<file path="config.mk">
export PLATFORM = sky130hd
export DESIGN_NAME = sparse_encoder
export DESIGN_NICKNAME = d
export VERILOG_FILES = /design/src/rtl/sparse_pkg.sv /design/src/rtl/sync_fifo.sv /design/src/rtl/sparse_encoder.sv
export SDC_FILE = /design/constraint.sdc
export NUM_CORES = 1
export LEC_CHECK = 0
export BUFFER_PORTS_ARGS = -buffer_cell sky130_fd_sc_hd__buf_2
export CELL_PAD_IN_SITES_DETAIL_PLACEMENT = 2
export CELL_PAD_IN_SITES_GLOBAL_PLACEMENT = 2
export CORE_MARGIN = 2
export CORE_UTILIZATION = 48
export CTS_CLUSTER_DIAMETER = 50
export DETAILED_ROUTE_END_ITERATION = 8
export PLACE_DENSITY = 0.85
export SKIP_CTS_REPAIR_TIMING = 1
export SLEW_MARGIN = 15
export SYNTH_ARGS = -nofsm -noshare
export SYNTH_HDL_FRONTEND = slang
export SYNTH_SLANG_ARGS = --single-unit
</file>
<file path="constraint.sdc">
create_clock -name clk -period 6.3 [get_ports clk]
set_input_delay 0.63 -clock clk [delete_from_list [all_inputs] [get_ports clk]]
set_output_delay 0.63 -clock clk [all_outputs]
set_load 0.02 [all_outputs]
</file>
<file path="src/rtl/sparse_pkg.sv">
// Shared types and widths for the sparse activation encoder.
// Holds the pair record, the FSM state encoding and a saturating count helper.
package sparse_pkg;

  localparam int DATA_W = 8;
  localparam int IDX_W  = 8;

  typedef enum logic [1:0] {
    ST_IDLE,
    ST_RUN,
    ST_DRAIN
  } state_t;

  typedef struct packed {
    logic [DATA_W-1:0] val;
    logic [IDX_W-1:0]  index;
    logic              last;
  } pair_t;

  localparam int PAIR_W = $bits(pair_t);

  // Count sticks at all-ones so a fully dense long vector never wraps to a small value.
  function automatic logic [7:0] sat_inc(input logic [7:0] count);
    return (count == 8'hFF) ? count : count + 8'd1;
  endfunction

endpackage

</file>
<file path="src/rtl/sync_fifo.sv">
// Synchronous FIFO for encoder output pairs; DEPTH must be a power of two.
// Pushes while full and pops while empty are ignored; no push-pop bypass.
module sync_fifo #(
  parameter int DEPTH = 4,
  parameter int WIDTH = 17
) (
  input  logic             clk,
  input  logic             rst,
  input  logic             push,
  input  logic             pop,
  input  logic [WIDTH-1:0] din,
  output logic [WIDTH-1:0] dout,
  output logic             full,
  output logic             empty
);

  localparam int AW = (DEPTH > 1) ? $clog2(DEPTH) : 1;

  logic [WIDTH-1:0] mem [DEPTH];
  logic [AW:0]      wr_ptr;
  logic [AW:0]      rd_ptr;
  logic             do_push;
  logic             do_pop;

  assign do_push = push && !full;
  assign do_pop  = pop && !empty;

  // Extra pointer MSB distinguishes full from empty when the low bits match.
  always_ff @(posedge clk or negedge rst) begin
    if (!rst) begin
      wr_ptr <= '0;
      rd_ptr <= '0;
    end else begin
      if (do_push) wr_ptr <= wr_ptr + 1'b1;
      if (do_pop)  rd_ptr <= rd_ptr + 1'b1;
    end
  end

  always_ff @(posedge clk) begin
    if (do_push) mem[wr_ptr[AW-1:0]] <= din;
  end

  assign dout  = mem[rd_ptr[AW-1:0]];
  assign empty = (wr_ptr == rd_ptr);
  assign full  = (wr_ptr[AW] != rd_ptr[AW]) && (wr_ptr[AW-1:0] == rd_ptr[AW-1:0]);

endmodule

</file>
<file path="src/rtl/sparse_encoder.sv">
// Dense-to-sparse activation encoder: emits (value, index, last) pairs for nonzero elements.
// Optional NNZ_COUNT_EN adds nnz_count, the nonzero count of the last completed vector.
module sparse_encoder
  import sparse_pkg::*;
#(
  parameter int VEC_LEN    = 16,
  parameter int FIFO_DEPTH = 4
) (
  input  logic              clk,
  input  logic              rst,
  input  logic [DATA_W-1:0] din,
  input  logic              din_valid,
  output logic              din_ready,
  output logic [DATA_W-1:0] out_val,
  output logic [IDX_W-1:0]  out_index,
  output logic              out_last,
  output logic              out_valid,
  input  logic              out_ready,
  output logic              done
`ifdef NNZ_COUNT_EN
  ,
  output logic [7:0]        nnz_count
`endif
);

  localparam logic [IDX_W-1:0] LAST_IDX = IDX_W'(VEC_LEN - 1);

  state_t           state;
  state_t           state_nxt;
  logic [IDX_W-1:0] idx;
  logic             accept;
  logic             at_last;
  logic             is_nonzero;
  logic             push;
  logic             pop;
  logic             fifo_full;
  logic             fifo_empty;
  pair_t            push_pair;
  pair_t            head_pair;

  assign accept     = din_valid && din_ready;
  assign at_last    = (idx == LAST_IDX);
  assign is_nonzero = (din != '0);
  // The closing element is always forwarded so the PE sees the vector boundary.
  assign push       = accept && (at_last || is_nonzero);
  assign pop        = out_valid && out_ready;
  assign din_ready  = !fifo_full && (state != ST_DRAIN);

  always_comb begin
    push_pair       = '0;
    push_pair.val   = din;
    push_pair.index = idx;
    push_pair.last  = at_last;
  end

  always_ff @(posedge clk or negedge rst) begin
    if (!rst) begin
      idx <= '0;
    end else if (accept) begin
      idx <= at_last ? '0 : idx + 1'b1;
    end
  end

  always_ff @(posedge clk or negedge rst) begin
    if (!rst) state <= ST_IDLE;
    else      state <= state_nxt;
  end

  always_comb begin
    state_nxt = state;
    done      = 1'b0;
    case (state)
      ST_IDLE: begin
        if (accept) state_nxt = at_last ? ST_DRAIN : ST_RUN;
      end
      ST_RUN: begin
        if (accept && at_last) state_nxt = ST_DRAIN;
      end
      ST_DRAIN: begin
        if (fifo_empty) begin
          done      = 1'b1;
          state_nxt = ST_IDLE;
        end
      end
      default: state_nxt = ST_IDLE;
    endcase
  end

  sync_fifo #(
    .DEPTH(FIFO_DEPTH),
    .WIDTH(PAIR_W)
  ) u_fifo (
    .clk  (clk),
    .rst  (rst),
    .push (push),
    .pop  (pop),
    .din  (push_pair),
    .dout (head_pair),
    .full (fifo_full),
    .empty(fifo_empty)
  );

  // Storage is not reset, so the head is masked to keep outputs at zero while empty.
  always_comb begin
    out_valid = !fifo_empty;
    out_val   = '0;
    out_index = '0;
    out_last  = 1'b0;
    if (!fifo_empty) begin
      out_val   = head_pair.val;
      out_index = head_pair.index;
      out_last  = head_pair.last;
    end
  end

`ifdef NNZ_COUNT_EN
  logic [7:0] nnz_run;
  logic [7:0] nnz_pend;

  // The closing element's count is folded in at accept time and published on done.
  always_ff @(posedge clk or negedge rst) begin
    if (!rst) begin
      nnz_run   <= '0;
      nnz_pend  <= '0;
      nnz_count <= '0;
    end else begin
      if (accept) begin
        if (at_last) begin
          nnz_pend <= is_nonzero ? sat_inc(nnz_run) : nnz_run;
          nnz_run  <= '0;
        end else if (is_nonzero) begin
          nnz_run <= sat_inc(nnz_run);
        end
      end
      if (done) nnz_count <= nnz_pend;
    end
  end
`endif

endmodule

</file>
==> metrics.yaml, run 1 <==
run_status:
  outcome: "completed"
logic_synthesis:
  synth_seq_cells: 84
  ys_seq_area_frac: 0.695
  synth_top_area_cell: "edfxtp_1"
  syn_area_per_cell_sq_um: 18.4
  synth_cell_types: 38
  synthTopCellsByArea: "edfxtp_1, dfrtp_1, mux4_2"
  yosysWarningCount: 0
  synthFlopType: "edfxtp_1"
  synth-edff-count: 68
  postSynthCellCount: 191
  synthArstFlopShare: 0.190
  synth_area_sq_um: 3510
  yosys.area.top_type_share: 0.581
  syn-num-nets: 209
floorplanning:
  rows: 31
  start_util: 0.490
  die_area_sq_um: 8020
  fp.dieW_um: 89.6
  ios: 32
  coreArea_sq_um: 7180
  die_h_um: 89.6
sta:
  finalClockSkew_ps: 6.93
  fin_crit_ps: 3450
  worst_slack_ps: 2850
  setup_viol: 0
  max_freq_mhz: 290
  setup_tns_ps: 0
  maxSlewHeadroom: 0.357
  min_period_over_period: 0.548
  rsz0062_at_grt: "false"
  hold_viol: 0
  tightest_slew_ps: 964
  slew_viol_final: 0
place:
  place.gp.congestion: 0.714
  place_area_sq_um: 3750
  io_buffers: 31
  place_ws_ps: 2980
  dpl.hpwl_um: 5140
run:
  drv_cap: 0
clock_network:
  clock-sinks: 84
  tritoncts: "built"
  cts_buffer_depth: 2
  clock_latency_ps: 350
  clkTransAtPathRegs_ps: 80
  root_buffer: "clkbuf_8"
  cts_buffers: 9
  htree_levels: 3
critical_path:
  arrival_ps: 2820
  worst_setup_path_end_kind: "primary output"
  path_class: "register to primary output"
  critPathLaunchType: "register"
  required_ps: 5670
  cp_max_fo: 22
detailed_routing:
  wl_per_cell_um: 23.6
  drc: 0
  ant_nets: 0
  wl_um: 7790
  vias: 1806
  drtIter0Drc: 92
  routed_via_density: 5.47
  drt-pass1-iter-count: 4
global_routing:
  grt_max_degree: 23
  overflow: 0
  grt_pass1_wl_um: 11700
  antenna_found_initial: 0
  grt_pass1_vias: 2053
  track_usage: 0.213
cells_and_area:
  finish.utilization: 0.546
  final_cell_area_sq_um: 3920
  n_fill_cell: 645
  fin_nets: 245
  drive_gt1_frac: 0.286
  diodes: 0
  multiInputGateArea_sq_um: 1010
  area_growth_pct: 11.5
  regArea_sq_um: 2440
hold_path:
  hold_class: "input pin to async pin"
pwr:
  ir_drop_mv: 0.334
  power.density_nw_per_um2: 518
  p_leak_nw: 1.43
## power breakdown
group | total (mW) | switching (mW) | internal [mW]
Sequential | 0.880 | 0.115 | 0.766
Combinational | 0.815 | 0.476 | 0.339
Clock | 0.336 | 0.195 | 0.141
Total | 2.03 | 0.786 | 1.25
## registers in the layout, summed over array words and instances (netlist names)
name           flops
state              2
u_fifo.wr_ptr      3
u_fifo.rd_ptr      3
u_fifo.mem        68
idx                8
## cells in the final DEF, fill, tap and decap left out, types with 2 or more instances in the layout
cell type,netlist,routed
mux2_2,3,3
a21oi_1,2,2
edfxtp_1,68,68
nor2b_1,3,3
clkinvlp_4,0,2
nand2_1,5,5
o21ai_1,2,2
buf_2,1,31
dfrtp_1,16,16
mux4_1,6,6
and2_1,20,20
nor4_1,2,2
xnor2_2,2,2
nand4_1,3,3
inv_1,5,5
mux4_2,11,11
ha_1,6,6
nand3_1,4,4
nor2_1,3,3
xnor2_1,7,7
clkbuf_8,0,9
## synth_stat cells, types with 3 or more instances
master	n
dfrtp_1	16
inv_1	5
mux2_2	3
and2_1	20
edfxtp_1	68
nand3_1	4
ha_1	6
nand2_1	5
mux4_1	6
nor2_1	3
nand4_1	3
mux4_2	11
clkbuf_1	3
nor2b_1	3
xnor2_1	7
## metal layers
| layer | global-route usage | wire length, um | vias up |
|---|---|---|---|
| met1 | 0.269 | 3280 | 956 |
| met3 | 0.0420 | 212 | 12 |
| met4 | 0.0814 | 126 | 0 |
| met2 | 0.365 | 4170 | 29 |
| li1 | - | - | 809 |
| met5 | 0 | 0 | - |
## cells by family after synthesis
kind of cell,share of synthesized area
buffers and inverters,0.0185
xor gates and xnor gates,0.0292
adders and majority gates,0.0214
muxes,0.128
AOI/OAI and AO/OA,0.0285
DFF,0.695
and+or+nand+nor,0.0794
## stage by stage
stage / power, mW / hold WS [ps] / std cells
global route: 2.14 / 194 / 330
floorplan: 1.44 / 334 / 191
global placement: 1.65 / 437 / 315
detailed placement: 1.73 / 449 / 315
CTS: 2.06 / 186 / 330
finish: 2.03 / 192 / 330
## critical path, cell delays in order (launching register included)
cell	delay, ps
dfrtp_1	980
xnor2_2	240
nand3b_1	680
and2_1	410
buf_2	170
## layout make-up
cell class                      instances  share of cell area
Multi-Input combinational cell         95               0.257
Sequential cell                        84               0.623
Inverter                                5             0.00479
Timing Repair Buffer                   32              0.0415
Clock buffer                            9              0.0316
Tap cell                               99              0.0316
Clock inverter                          6              0.0105
## final timing paths
path,from,endpoint,slack (ps),depth (start not counted)
setup / recovery,u_fifo.rd_ptr[1]$_DFFE_PN0P_,out_val[0],2850,4
hold / removal,rst,u_fifo.rd_ptr[0]$_DFFE_PN0P_,190,1
setup reg to reg,u_fifo.rd_ptr[1]$_DFFE_PN0P_,u_fifo.mem[1][4]$_DFFE_PP_,3020,4
hold reg to reg,state[1]$_DFFE_PN0P_,state[0]$_DFFE_PN0P_,450,1
max in group asynchronous,rst,idx[4]$_DFFE_PN0P_,5830,1
min in group clk,state[1]$_DFFE_PN0P_,state[0]$_DFFE_PN0P_,450,1
No activity file was read; power rests on OpenSTA's default activity.
==> run 2: changes to the inputs <==
- CORE_UTILIZATION: 48 -> 44
- PLACE_DENSITY: 0.85 -> 0.79
- clock period: 6.3 -> 3.4 ns (I/O delays scaled with it)
==> run 2 against run 1 <==
Cell count increased by 3.6%; count of clock-buffer cells in the layout stayed put; critical path depth did not move; die area rose by 8.7%.
==> metrics.yaml, run 2 (synthesis gave the netlist of run 1 again) <==
detailed_routing:
  drc: 0
  wl_um: 7550
  drtIter0Drc: 62
  wl_per_cell_um: 22.1
  drt-pass1-iter-count: 4
  vias: 1812
  ant_nets: 0
  routed_via_density: 5.30
sta:
  setup_viol: 0
  fin_crit_ps: 2490
  rsz0062_at_grt: "false"
  max_freq_mhz: 402
  finalClockSkew_ps: 12.0
  setup_tns_ps: 0
  maxSlewHeadroom: 0.714
  hold_viol: 0
  slew_viol_final: 0
  min_period_over_period: 0.732
  tightest_slew_ps: 427
place:
  dpl.hpwl_um: 4990
  io_buffers: 31
  place.gp.congestion: 0.696
clock_network:
  clock_latency_ps: 350
  cts_buffer_depth: 2
  cts_buffers: 9
  clock-sinks: 84
  clkTransAtPathRegs_ps: 90
  root_buffer: "clkbuf_8"
  tritoncts: "built"
  htree_levels: 3
critical_path:
  crit_path_max_incr_delay_ps: 650
  path_class: "register to primary output"
  arrival_ps: 2150
  path_buf_inv: 2
  critPathSlowestCell: "mux4_1"
  cp_max_fo: 17
  worstPathCellList: "buf_4 -> mux4_1 -> and2_1 -> buf_2"
  required_ps: 3060
  worst_setup_path_end_kind: "primary output"
  crit_family: "multiplexers"
  critPathLaunchType: "register"
run_status:
  outcome: "completed"
cells_and_area:
  n_fill_cell: 693
  area_growth_pct: 13.7
  fin_nets: 253
  drive_gt1_frac: 0.308
  diodes: 0
  largest_reg_flops: 68
  final_common_cell: "edfxtp_1"
  mostFrequentLayoutCells: "edfxtp_1, buf_2, and2_1, dfrtp_1, mux4_2"
floorplanning:
  fp.dieW_um: 93.4
  die_area_sq_um: 8720
  die_h_um: 93.4
  start_util: 0.455
  rows: 32
  coreArea_sq_um: 7730
  ios: 32
pwr:
  power.density_nw_per_um2: 952
  ir_drop_mv: 0.492
  p_leak_nw: 1.48
  power_mw: 3.80
hold_path:
  hold_class: "input pin to register"
global_routing:
  grt_pass1_wl_um: 11800
  antenna_found_initial: 0
  track_usage: 0.189
  grt_pass1_vias: 1974
  overflow: 0
  grt_max_degree: 23
run:
  drv_cap: 0
run 2: path summary, 6_finish.rpt:
check,from,end,slack [ps],cells after the start
worst max-delay path,u_fifo.rd_ptr[0]$_DFFE_PN0P_,out_last,910,4
worst min-delay path,din[6],u_fifo.mem[3][15]$_DFFE_PP_,230,1
worst max register to register,idx[5]$_DFFE_PN0P_,u_fifo.mem[2][8]$_DFFE_PP_,1050,5
worst min register to register,state[1]$_DFFE_PN0P_,state[0]$_DFFE_PN0P_,460,1
max in group asynchronous,rst,idx[5]$_DFFE_PN0P_,2670,2
min in group asynchronous,rst,idx[0]$_DFFE_PN0P_,450,2
run 2: metrics by stage:
stage               instances   util  instance area (sq um)  hold slack, ps  worst slack, ps
finish                    342  0.517                   4000             231              910
global route              342  0.517                   4000             230              779
CTS                       341  0.516                   3990           -92.2              859
detailed placement        325  0.493                   3810             289             1040
global placement          325  0.493                   3810             282             1170
floorplan                 191      -                   3510            44.4             1180
run 2: per-layer routing:
layer / track usage / part of all wire / vias to the layer above / wire, um
li1: - / - / 830 / -
met1: 0.255 / 0.46 / 948 / 3450
met2: 0.312 / 0.51 / 30 / 3850
met3: 0.0395 / 0.026 / 4 / 193
met4: 0.0551 / 0.0075 / 0 / 57
met5: 0 / 0 / - / 0
run 2: area by class of cell:
type                       instances  area [sq um]  area share
timing repair buffer              40           225      0.0564
clock buffer                       9           124      0.0310
clock inverter                     7          50.0      0.0125
inverter                           5          18.8     0.00470
sequential                        84          2440       0.611
tap                              102           128      0.0319
multi-input combinational         95          1010       0.252
run 2: where the power goes:
group	switching [mW]	internal, mW	total, mW
logic	0.927	0.668	1.59
registers	0.161	1.41	1.58
clock network	0.367	0.268	0.635
